**config.mk**
```make
export PLATFORM = sky130hd
export DESIGN_NAME = mem_port_arbiter_flat
export DESIGN_NICKNAME = d
export VERILOG_FILES = /design/src/rtl/mem_port_arbiter_if.sv /design/src/rtl/mem_port_arbiter.sv /design/src/flat_wrapper.sv
export SDC_FILE = /design/constraint.sdc
export NUM_CORES = 1
export LEC_CHECK = 0
export CORE_AREA = 3 3 244 246
export CTS_CLUSTER_DIAMETER = 200
export DETAILED_ROUTE_END_ITERATION = 16
export DIE_AREA = 0 0 247 249
export PLACE_DENSITY = 0.33
export SETUP_SLACK_MARGIN = 0.2
export SLEW_MARGIN = 15
export SYNTH_ARGS = -nofsm -noshare
export SYNTH_HDL_FRONTEND = slang
export SYNTH_SLANG_ARGS = --single-unit
```
**constraint.sdc**
```tcl
create_clock -name sys_clk -period 3.11 [get_ports sys_clk]
set_clock_uncertainty 0.1 [all_clocks]
set_input_delay 0.4665 -clock sys_clk [delete_from_list [all_inputs] [get_ports sys_clk]]
set_output_delay 0.4665 -clock sys_clk [all_outputs]
set_load 0.005 [all_outputs]
```
**src/rtl/mem_port_arbiter_if.sv**
```systemverilog
// Request/response channels of mem_port_arbiter: NUM_PORTS CPU channels plus the downstream memory bus.
// slave is the arbiter's view; master is the requesters' and memory model's view.
interface mem_port_arbiter_if #(
  parameter int NUM_PORTS  = 4,
  parameter int ADDR_WIDTH = 32,
  parameter int DATA_WIDTH = 64
);
  logic [NUM_PORTS-1:0]            cpu_mem_valid;
  logic [NUM_PORTS-1:0]            cpu_mem_write;
  logic [NUM_PORTS*ADDR_WIDTH-1:0] cpu_mem_addr;
  logic [NUM_PORTS*DATA_WIDTH-1:0] cpu_mem_wdata;
  logic [NUM_PORTS-1:0]            cpu_mem_ready;
  logic [DATA_WIDTH-1:0]           cpu_mem_rdata;
  logic [NUM_PORTS-1:0]            cpu_mem_rvalid;

  logic                            mem_valid;
  logic                            mem_write;
  logic [ADDR_WIDTH-1:0]           mem_addr;
  logic [DATA_WIDTH-1:0]           mem_wdata;
  logic                            mem_ready;
  logic [DATA_WIDTH-1:0]           mem_rdata;
  logic                            mem_rvalid;

  modport slave (
    input  cpu_mem_valid, cpu_mem_write, cpu_mem_addr, cpu_mem_wdata,
    output cpu_mem_ready, cpu_mem_rdata, cpu_mem_rvalid,
    output mem_valid, mem_write, mem_addr, mem_wdata,
    input  mem_ready, mem_rdata, mem_rvalid
  );

  modport master (
    output cpu_mem_valid, cpu_mem_write, cpu_mem_addr, cpu_mem_wdata,
    input  cpu_mem_ready, cpu_mem_rdata, cpu_mem_rvalid,
    input  mem_valid, mem_write, mem_addr, mem_wdata,
    output mem_ready, mem_rdata, mem_rvalid
  );
endinterface

```
**src/rtl/mem_port_arbiter.sv**
```systemverilog
// Round-robin arbiter of NUM_PORTS CPU request channels onto one memory bus; in-order read
// responses are steered back to their requester through an ID FIFO.
module mem_port_arbiter #(
  parameter int NUM_PORTS       = 4,
  parameter int ADDR_WIDTH      = 32,
  parameter int DATA_WIDTH      = 64,
  parameter int MAX_OUTSTANDING = 8
) (
  input  logic                               sys_clk,
  input  logic                               sys_rst_n,
  mem_port_arbiter_if.slave                  bus,
  output logic [$clog2(MAX_OUTSTANDING):0]   rd_outstanding,
  output logic                               err_unexpected_rsp
);
  localparam int PTR_W = $clog2(NUM_PORTS);
  localparam int FA_W  = $clog2(MAX_OUTSTANDING);
  localparam int CNT_W = FA_W + 1;

  localparam logic [0:0] ST_ARB   = 1'b0;
  localparam logic [0:0] ST_ISSUE = 1'b1;

  logic [0:0]       state_q, state_d;
  logic [PTR_W-1:0] rr_ptr_q, rr_ptr_d;
  logic [PTR_W-1:0] grant_q, grant_d;
  logic [FA_W-1:0]  wr_ptr_q, wr_ptr_d;
  logic [FA_W-1:0]  rd_ptr_q, rd_ptr_d;
  logic [CNT_W-1:0] count_q, count_d;
  logic             err_q, err_d;
  logic [PTR_W-1:0] id_fifo_q [MAX_OUTSTANDING];

  logic [ADDR_WIDTH-1:0] port_addr  [NUM_PORTS];
  logic [DATA_WIDTH-1:0] port_wdata [NUM_PORTS];
  logic [NUM_PORTS-1:0]  eligible;
  logic [PTR_W-1:0]      pick, cand, head_id;
  logic                  found, fifo_full, fifo_empty;
  logic                  issuing, grant_write, accept, push, pop;

  assign fifo_full   = (count_q == CNT_W'(MAX_OUTSTANDING));
  assign fifo_empty  = (count_q == '0);
  // Writes bypass the full check: only reads need an ID slot.
  assign eligible    = bus.cpu_mem_valid & (bus.cpu_mem_write | {NUM_PORTS{~fifo_full}});
  assign issuing     = (state_q == ST_ISSUE);
  assign grant_write = bus.cpu_mem_write[grant_q];
  assign accept      = issuing && bus.mem_ready;
  assign push        = accept && !grant_write;
  assign pop         = bus.mem_rvalid && !fifo_empty;
  assign head_id     = id_fifo_q[rd_ptr_q];

  always_comb begin
    for (int p = 0; p < NUM_PORTS; p++) begin
      port_addr[p]  = bus.cpu_mem_addr[p*ADDR_WIDTH +: ADDR_WIDTH];
      port_wdata[p] = bus.cpu_mem_wdata[p*DATA_WIDTH +: DATA_WIDTH];
    end
  end

  // First eligible port at or after rr_ptr, wrapping.
  always_comb begin
    // NOTE: every output gets a default up front so no path leaves it unassigned (no latch).
    pick  = '0;
    cand  = '0;
    found = 1'b0;
    for (int k = 0; k < NUM_PORTS; k++) begin
      cand = PTR_W'((int'(rr_ptr_q) + k) % NUM_PORTS);
      if (!found && eligible[cand]) begin
        pick  = cand;
        found = 1'b1;
      end
    end
  end

  always_comb begin
    state_d  = state_q;
    grant_d  = grant_q;
    rr_ptr_d = rr_ptr_q;
    case (state_q)
      ST_ARB: begin
        if (found) begin
          grant_d = pick;
          state_d = ST_ISSUE;
        end
      end
      ST_ISSUE: begin
        if (accept) begin
          rr_ptr_d = PTR_W'((int'(grant_q) + 1) % NUM_PORTS);
          state_d  = ST_ARB;
        end
      end
      default: state_d = ST_ARB;
    endcase
  end

  always_comb begin
    wr_ptr_d = wr_ptr_q + FA_W'(push);
    rd_ptr_d = rd_ptr_q + FA_W'(pop);
    count_d  = count_q + CNT_W'(push) - CNT_W'(pop);
    err_d    = err_q | (bus.mem_rvalid & fifo_empty);
  end

  always_ff @(posedge sys_clk or negedge sys_rst_n) begin
    if (!sys_rst_n) begin
      state_q  <= ST_ARB;
      rr_ptr_q <= '0;
      grant_q  <= '0;
      wr_ptr_q <= '0;
      rd_ptr_q <= '0;
      count_q  <= '0;
      err_q    <= 1'b0;
    end else begin
      // NOTE: non-blocking updates so every flop samples pre-edge values.
      state_q  <= state_d;
      rr_ptr_q <= rr_ptr_d;
      grant_q  <= grant_d;
      wr_ptr_q <= wr_ptr_d;
      rd_ptr_q <= rd_ptr_d;
      count_q  <= count_d;
      err_q    <= err_d;
    end
  end

  // NOTE: ID storage is not reset; the pointers and count alone decide which entries are live.
  always_ff @(posedge sys_clk) begin
    if (push) id_fifo_q[wr_ptr_q] <= grant_q;
  end

  // Payload is forced to zero outside ISSUE so the bus is quiet in reset and while arbitrating.
  assign bus.mem_valid      = issuing;
  assign bus.mem_write      = issuing & grant_write;
  assign bus.mem_addr       = issuing ? port_addr[grant_q]  : '0;
  assign bus.mem_wdata      = issuing ? port_wdata[grant_q] : '0;
  assign bus.cpu_mem_ready  = accept ? (NUM_PORTS'(1) << grant_q) : '0;
  assign bus.cpu_mem_rvalid = pop ? (NUM_PORTS'(1) << head_id) : '0;
  assign bus.cpu_mem_rdata  = pop ? bus.mem_rdata : '0;

  assign rd_outstanding     = count_q;
  assign err_unexpected_rsp = err_q;
endmodule
```
**src/flat_wrapper.sv**
```systemverilog
// flat-port wrapper written by rule: the top's interface ports become plain ports
module mem_port_arbiter_flat 
#(
  parameter int NUM_PORTS       = 4,
  parameter int ADDR_WIDTH      = 32,
  parameter int DATA_WIDTH      = 64,
  parameter int MAX_OUTSTANDING = 8
)
  (sys_clk, sys_rst_n, rd_outstanding, err_unexpected_rsp, bus_cpu_mem_valid, bus_cpu_mem_write, bus_cpu_mem_addr, bus_cpu_mem_wdata, bus_cpu_mem_ready, bus_cpu_mem_rdata, bus_cpu_mem_rvalid, bus_mem_valid, bus_mem_write, bus_mem_addr, bus_mem_wdata, bus_mem_ready, bus_mem_rdata, bus_mem_rvalid);
  mem_port_arbiter_if #(.NUM_PORTS(NUM_PORTS), .ADDR_WIDTH(ADDR_WIDTH), .DATA_WIDTH(DATA_WIDTH)) bus_i ();
  input  logic sys_clk;
  input  logic sys_rst_n;
  output logic [$clog2(MAX_OUTSTANDING):0] rd_outstanding;
  output logic err_unexpected_rsp;
  input wire logic [$bits(bus_i.cpu_mem_valid)-1:0] bus_cpu_mem_valid;
  input wire logic [$bits(bus_i.cpu_mem_write)-1:0] bus_cpu_mem_write;
  input wire logic [$bits(bus_i.cpu_mem_addr)-1:0] bus_cpu_mem_addr;
  input wire logic [$bits(bus_i.cpu_mem_wdata)-1:0] bus_cpu_mem_wdata;
  output wire logic [$bits(bus_i.cpu_mem_ready)-1:0] bus_cpu_mem_ready;
  output wire logic [$bits(bus_i.cpu_mem_rdata)-1:0] bus_cpu_mem_rdata;
  output wire logic [$bits(bus_i.cpu_mem_rvalid)-1:0] bus_cpu_mem_rvalid;
  output wire logic [$bits(bus_i.mem_valid)-1:0] bus_mem_valid;
  output wire logic [$bits(bus_i.mem_write)-1:0] bus_mem_write;
  output wire logic [$bits(bus_i.mem_addr)-1:0] bus_mem_addr;
  output wire logic [$bits(bus_i.mem_wdata)-1:0] bus_mem_wdata;
  input wire logic [$bits(bus_i.mem_ready)-1:0] bus_mem_ready;
  input wire logic [$bits(bus_i.mem_rdata)-1:0] bus_mem_rdata;
  input wire logic [$bits(bus_i.mem_rvalid)-1:0] bus_mem_rvalid;
  assign bus_i.cpu_mem_valid = bus_cpu_mem_valid;
  assign bus_i.cpu_mem_write = bus_cpu_mem_write;
  assign bus_i.cpu_mem_addr = bus_cpu_mem_addr;
  assign bus_i.cpu_mem_wdata = bus_cpu_mem_wdata;
  assign bus_cpu_mem_ready = bus_i.cpu_mem_ready;
  assign bus_cpu_mem_rdata = bus_i.cpu_mem_rdata;
  assign bus_cpu_mem_rvalid = bus_i.cpu_mem_rvalid;
  assign bus_mem_valid = bus_i.mem_valid;
  assign bus_mem_write = bus_i.mem_write;
  assign bus_mem_addr = bus_i.mem_addr;
  assign bus_mem_wdata = bus_i.mem_wdata;
  assign bus_i.mem_ready = bus_mem_ready;
  assign bus_i.mem_rdata = bus_mem_rdata;
  assign bus_i.mem_rvalid = bus_mem_rvalid;
  mem_port_arbiter #(.NUM_PORTS(NUM_PORTS), .ADDR_WIDTH(ADDR_WIDTH), .DATA_WIDTH(DATA_WIDTH), .MAX_OUTSTANDING(MAX_OUTSTANDING)) u_core (.sys_clk(sys_clk), .sys_rst_n(sys_rst_n), .bus(bus_i), .rd_outstanding(rd_outstanding), .err_unexpected_rsp(err_unexpected_rsp));
endmodule
```
* Word level (Yosys, flattened, before mapping)
Memory sizes are Yosys's and may differ from the RTL's.
Index checks and enable logic that the tools add are counted.
W data, S select, Z words.
** Word-level totals
- Output and inout bits :: 175
- Register bits :: 16
- Memories :: 1
- Logic and storage cells :: 81
- Bits of input ports :: 460
- RAM bits :: 16
** Memory list
- u_core.id_fifo_q :: depth 8, width 2, read ports 1, clocked after Yosys merged registers in 0, write ports 1, RTL line mem_port_arbiter.sv:29 : logic [PTR_W-1:0] id_fifo_q [MAX_OUTSTANDING];
** Operators by class
- Reduce and logical (&&, ||, !) cells :: 14
- Shifts and indexed selects :: 2
- Multiplexer cells :: 34
- Bitwise operators :: 8
- $lt $le $gt $ge :: 6
- $add $sub $neg :: 8
- Eq/ne operators :: 1
** Operator list (number)
- $mux W64 :: 4
- $bmux W64 S2 :: 1
- $mux W32 :: 3
- $bmux W32 S2 :: 1
- $lt A2 B3 Y1 const B :: 5
- $mux W1 :: 13
- $bmux W1 S2 :: 5
- $mux W2 :: 4
- $mux W4 :: 2
- $shl A1 B2 Y4 const A :: 2
- $add A3 B1 Y3 :: 2
- $logic_and A1 B1 Y1 :: 6
- $logic_not A1 Y1 :: 5
- $add A2 B1 Y2 const B :: 2
- $add A2 B2 Y2 const B :: 2
- $add A4 B1 Y4 :: 1
- $and A4 B4 Y4 :: 1
- $eq A4 B4 Y1 const B :: 1
- $logic_not A4 Y1 :: 1
- $or A4 B4 Y4 :: 1
- $reduce_and A2 Y1 :: 2
- $sub A4 B1 Y4 :: 1
- $ge A3 B3 Y1 const B :: 1
- $not A2 Y3 :: 1
- 4 further kinds :: 6

* Longest topological paths before layout
- Depth in word-level cells :: 18
- Depth in mapped cells :: 10
- Depth with buffers taken out :: 9

* Worst setup path after synthesis
OpenSTA, ideal clock, no wires.
- Kind :: flip-flop to flip-flop
- Start point :: reg u_core.count_q[2] (netlist: u_core.rd_outstanding[2])
- End point :: reg u_core.count_q[2] (netlist: u_core.rd_outstanding[2])
- Slack :: 783 ps
- Library setup time :: 123 ps
- Arrival :: 2105 ps
- Required time :: 2887 ps
- Stages on the path, launching flop included :: 11
- Buffers on the path :: 1
- Clock period less this slack :: 2327 ps
- Cells stage by stage :: dfrtp_1 > inv_1 > ha_1 > a21boi_1 > clkbuf_1 > ha_1 > inv_1 > ha_1 > inv_1 > fa_1 > xnor2_1
** On the way
- Word-level cells in the longest chain between the ends :: 4
- Elaborated cells on any way between the ends :: 5
- Those cells by class :: add/sub: 2; reduce/logical: 3
** Ends and longest elaborated chain
- start: declaration :: RTL line mem_port_arbiter.sv:27 : logic [CNT_W-1:0] count_q, count_d;
- start signal: assignment :: RTL line mem_port_arbiter.sv:115 : count_q <= count_d;
- branches (longest 3 deep; another with $add A4 B1 Y4)
- $sub A4 B1 Y4 (*) :: RTL line mem_port_arbiter.sv:95 : count_d = count_q + CNT_W'(push) - CNT_W'(pop);
- via u_core.count_d[2] :: RTL line mem_port_arbiter.sv:27
Mark *: on every way through the listed nets, which the timed path passes.
A chain may end at the register's enable or synchronous reset.

* Final worst setup path
- Start point :: reg u_core.grant_q[0]
- End point :: out bus_mem_wdata[32]
** On the way
- Word-level cells in the longest chain between the ends :: 5
** Ends and longest elaborated chain
- start: declaration :: RTL line mem_port_arbiter.sv:24 : logic [PTR_W-1:0] grant_q, grant_d;
- start signal: assignment :: RTL line mem_port_arbiter.sv:112 : grant_q <= grant_d;
- $not A2 Y3 (implied by the code) :: RTL line mem_port_arbiter.sv:129 : assign bus.mem_wdata = issuing ? port_wdata[grant_q] : '0;
- $bmux W64 S2 :: RTL line mem_port_arbiter.sv:129
- $mux W64 (implied by the code) (2 in a row) :: RTL line mem_port_arbiter.sv:129
- $mux W64 :: RTL line mem_port_arbiter.sv:129
- end: declaration :: RTL line flat_wrapper.sv:25 : output wire logic [$bits(bus_i.mem_wdata)-1:0] bus_mem_wdata;
No other way between the ends. The select of a mux whose other input is x is not followed.

==> results.sh <==
export IMPL_fmaxAchievable_mhz=348
export IMPL_fp_row_count=88
export IMPL_syn_nets=903
export IMPL_synthesis_area_um2=5020
export IMPL_cts_htree_levels=2
export IMPL_timing_final_crit_period_ns=2.88
export IMPL_detailroute_via_count=6431
export IMPL_detail_route_antenna_nets=0
export IMPL_via_count_of_the_first_global_routing_pass=7201
export IMPL_dr_wl_met3_um=5170
export IMPL_die_height_um=249
export IMPL_post_synth_top_area_fraction_pct=45.3
export IMPL_synth_top_flop_cell="edfxtp_1"
export IMPL_pre_cts_slack_ns=0.261
export IMPL_yosys_register_bits=32
export IMPL_timing_critical_path_to_type="primary output"
export IMPL_clockBufferDepth=2
export IMPL_initial_antenna_violation_count=10
export IMPL_syn_avg_cell_area_um2=11.7
export IMPL_cts_tree="yes"
export IMPL_nets=1545
export IMPL_yosys_warnings=0
export IMPL_grt_setup_unrepaired="yes"
export IMPL_remaining_drc_errors=0
export IMPL_finalWeightedCongestion=0.849
export IMPL_data_required_time_of_the_worst_path_ns=2.54
export IMPL_clock_latency_reported_for_the_late_side_of_the_worst_skew_pair_ns=0.28
export IMPL_setup_viol=0
export IMPL_synth_cell_types=40
export IMPL_route_layer_met1_wl_um=13900
export IMPL_hold_violations=0
export IMPL_cp_max_fanout=7
export IMPL_drt_iter0_markers=165
export IMPL_share_of_total_power_in_sequential_cells_pct=10.3
export IMPL_hpwl_um=36600
export IMPL_grt_start_max_net_pins=69
export IMPL_fin_crit_sh_pct=92.5
export IMPL_fin_setup_tns_ns=0
export IMPL_timing_max_transition_violations_final=0
export IMPL_design_die_area_um2=61500
export IMPL_path_clk_slew_ns=0.06
export IMPL_core_region_area_um2=57600
export IMPL_port_buffer_cells=634
export IMPL_drtPass1Iterations=4
export IMPL_die_width_um=247
export IMPL_postSynthCellCount=428
export IMPL_totalWireLength_um=40800
export IMPL_worstPathArrival_ns=2.31
export IMPL_cts_num_sinks=32
export IMPL_share_comb_of_total_power_pct=82.1
export IMPL_vias_per_cell=3.49
export IMPL_maxSlewHeadroom_pct=43.2
export IMPL_max_cap_viol_count=0
export IMPL_clock_power_share_pct=7.6
export IMPL_category_of_the_critical_setup_timing_path="reg -> out"
export IMPL_ctsRootBufferMaster="clkbuf_16"
export IMPL_dr_wl_met2_um=21100
export IMPL_power_switching_share_pct=36.7
export IMPL_globalRouteTotalUtil_pct=12.4
export IMPL_highest_layer="met5"
export IMPL_worst_pin_slew_ns=0.850
export IMPL_grt_first_pass_wirelength_um=54200
export IMPL_initial_core_util_pct=8.73
export IMPL_gr_total_overflow=0
export IMPL_flow_area_growth_from_synthesis_pct=157
export IMPL_synth_area_leader_cell="mux4_2"
export IMPL_total_leakage_power_uw=0.00486
export IMPL_power_internal_uw=4700
export IMPL_status="finished clean"
export IMPL_synth_async_reset_ratio_pct=50.0
export IMPL_cts_buffers=5
export IMPL_setup_worst_path_start_class="flip-flop"
export IMPL_power_density_nw_per_um2=576
export IMPL_drt_wirelength_per_cell_um=22.2
export IMPL_boundaryPins=635
export IMPL_layout_commonest_cell="clkdlybuf4s50_1"
export IMPL_post_cts_hold_buffer_count=0
export IMPL_fillCellCount=6231
export IMPL_postLayoutCoreUtil_pct=22.4
export IMPL_layout_cells_most_common_list="clkdlybuf4s50_1 (590), and2_1 (161), mux4_2 (101), buf_4 (26), dlymetal6s2s_1 (23)"
export IMPL_layout_cells_sized_above_1_pct=15.4
export IMPL_ir_worst_vdd_mv=0.351
export IMPL_net_switching_power_uw=2730
export IMPL_synthTopCellsByArea="mux4_2 (45%), and2_1 (20%), edfxtp_1 (9.6%), dfrtp_1 (8.0%), ha_1 (3.5%)"
export IMPL_ys_seq_area_share_pct=17.5
export IMPL_synth_edf_count=16
export IMPL_fin_ws_ns=0.234
export IMPL_worstHoldPathType="reg -> reg"
-- cell type report --
cell class | count | area (um2) | share of cell area (%)
timing repair buffer | 675 | 6890 | 53.4
multi-input combinational | 343 | 3930 | 30.5
tap | 765 | 957 | 7.42
sequential | 32 | 892 | 6.92
clock buffer | 5 | 125 | 0.970
inverter | 13 | 48.8 | 0.378
clock inverter | 3 | 42.5 | 0.330
antenna | 6 | 15.0 | 0.116
-- metrics by stage --
step           area, um2  std cells  total power, uW  hold slack, ns
2_1_floorplan       5020        428             3510          0.0709
3_3_place_gp       12500       1812             6940           0.369
3_5_place_dp       12500       1812             6920           0.372
4_1_cts            12700       1827             7550           0.385
5_1_grt            12900       1838             8010           0.405
6_report           12900       1842             7430           0.372
-- critical path: stages, from the launching register on --
cell and delay, ns:
dfrtp_4 0.49, buf_4 0.17, buf_12 0.15, buf_16 0.15
mux4_2 0.40, and2_1 0.17, clkdlybuf4s50_1 0.48
-- registers in the layout, indices dropped and copies added (netlist names) --
register	cells
u_core.wr_ptr_q	3
u_core.rd_ptr_q	3
u_core.grant_q	2
u_core.rr_ptr_q	2
u_core.bus.mem_valid	1
u_core.err_unexpected_rsp	1
u_core.rd_outstanding	4
u_core.id_fifo_q	16
-- path summary, 6_finish.rpt --
path                                           startpoint                        end  slack (ns)  cells after the start
worst max-delay path                    u_core.grant_q[0]          bus_mem_wdata[32]        0.23                      6
worst min-delay path            u_core.err_unexpected_rsp  u_core.err_unexpected_rsp        0.37                      1
worst max register to register          u_core.grant_q[0]   u_core.rd_outstanding[2]        0.62                      8
worst min register to register  u_core.err_unexpected_rsp  u_core.err_unexpected_rsp        0.37                      1
max in group asynchronous                       sys_rst_n          u_core.grant_q[1]        1.71                      1
min in group asynchronous                       sys_rst_n          u_core.grant_q[0]        0.58                      1
-- kinds of logic (layout without fill, tap and decap cells) --
group           Yosys count  in the layout  share of synthesized area (%)
compound gates           17             17                           2.49
xor+xnor                  4              4                          0.697
fa+ha+maj                15             15                           3.88
buf+inv                  53            696                           4.48
flops                    32             32                           17.5
mux                     107            107                           46.5
other cells               0              6                              0
simple gates            200            200                           24.4
-- metal layers --
metal / vias up / GRT usage, %
li1: 2919 / -
met1: 3079 / 12.2
met2: 387 / 23.3
met3: 32 / 6.33
met4: 14 / 2.28
met5: - / 0
-- power by group through the flow --
stage / sequential [uW] / combinational, uW / clock (uW)
floorplan: 736 / 2770 / 0
detailed placement: 839 / 6080 / 0
CTS: 773 / 6190 / 587
global placement: 836 / 6110 / 0
finish: 765 / 6100 / 565
global route: 790 / 6610 / 605
-- cell usage after synthesis, types with 2 or more instances --
library cell / instances
edfxtp_1: 16
a32oi_1: 2
and2_1: 161
buf_2: 12
dfrtp_1: 16
o21ai_0: 4
ha_1: 14
inv_1: 13
nand2b_1: 4
and3_1: 4
nor2_1: 12
nor3_1: 2
buf_4: 3
xor2_1: 3
nor4b_1: 2
nand2_1: 8
mux4_2: 101
mux2_2: 3
mux2i_1: 3
clkbuf_1: 25
-- timing repair --
action	in CTS	in global routing
endpoints found under the setup margin	76	42
gates resized for setup	23	25
cloned	0	2
setup buffers	7	7
hold endpoints to repair	0	0
No activity file was read; power rests on OpenSTA's default activity.
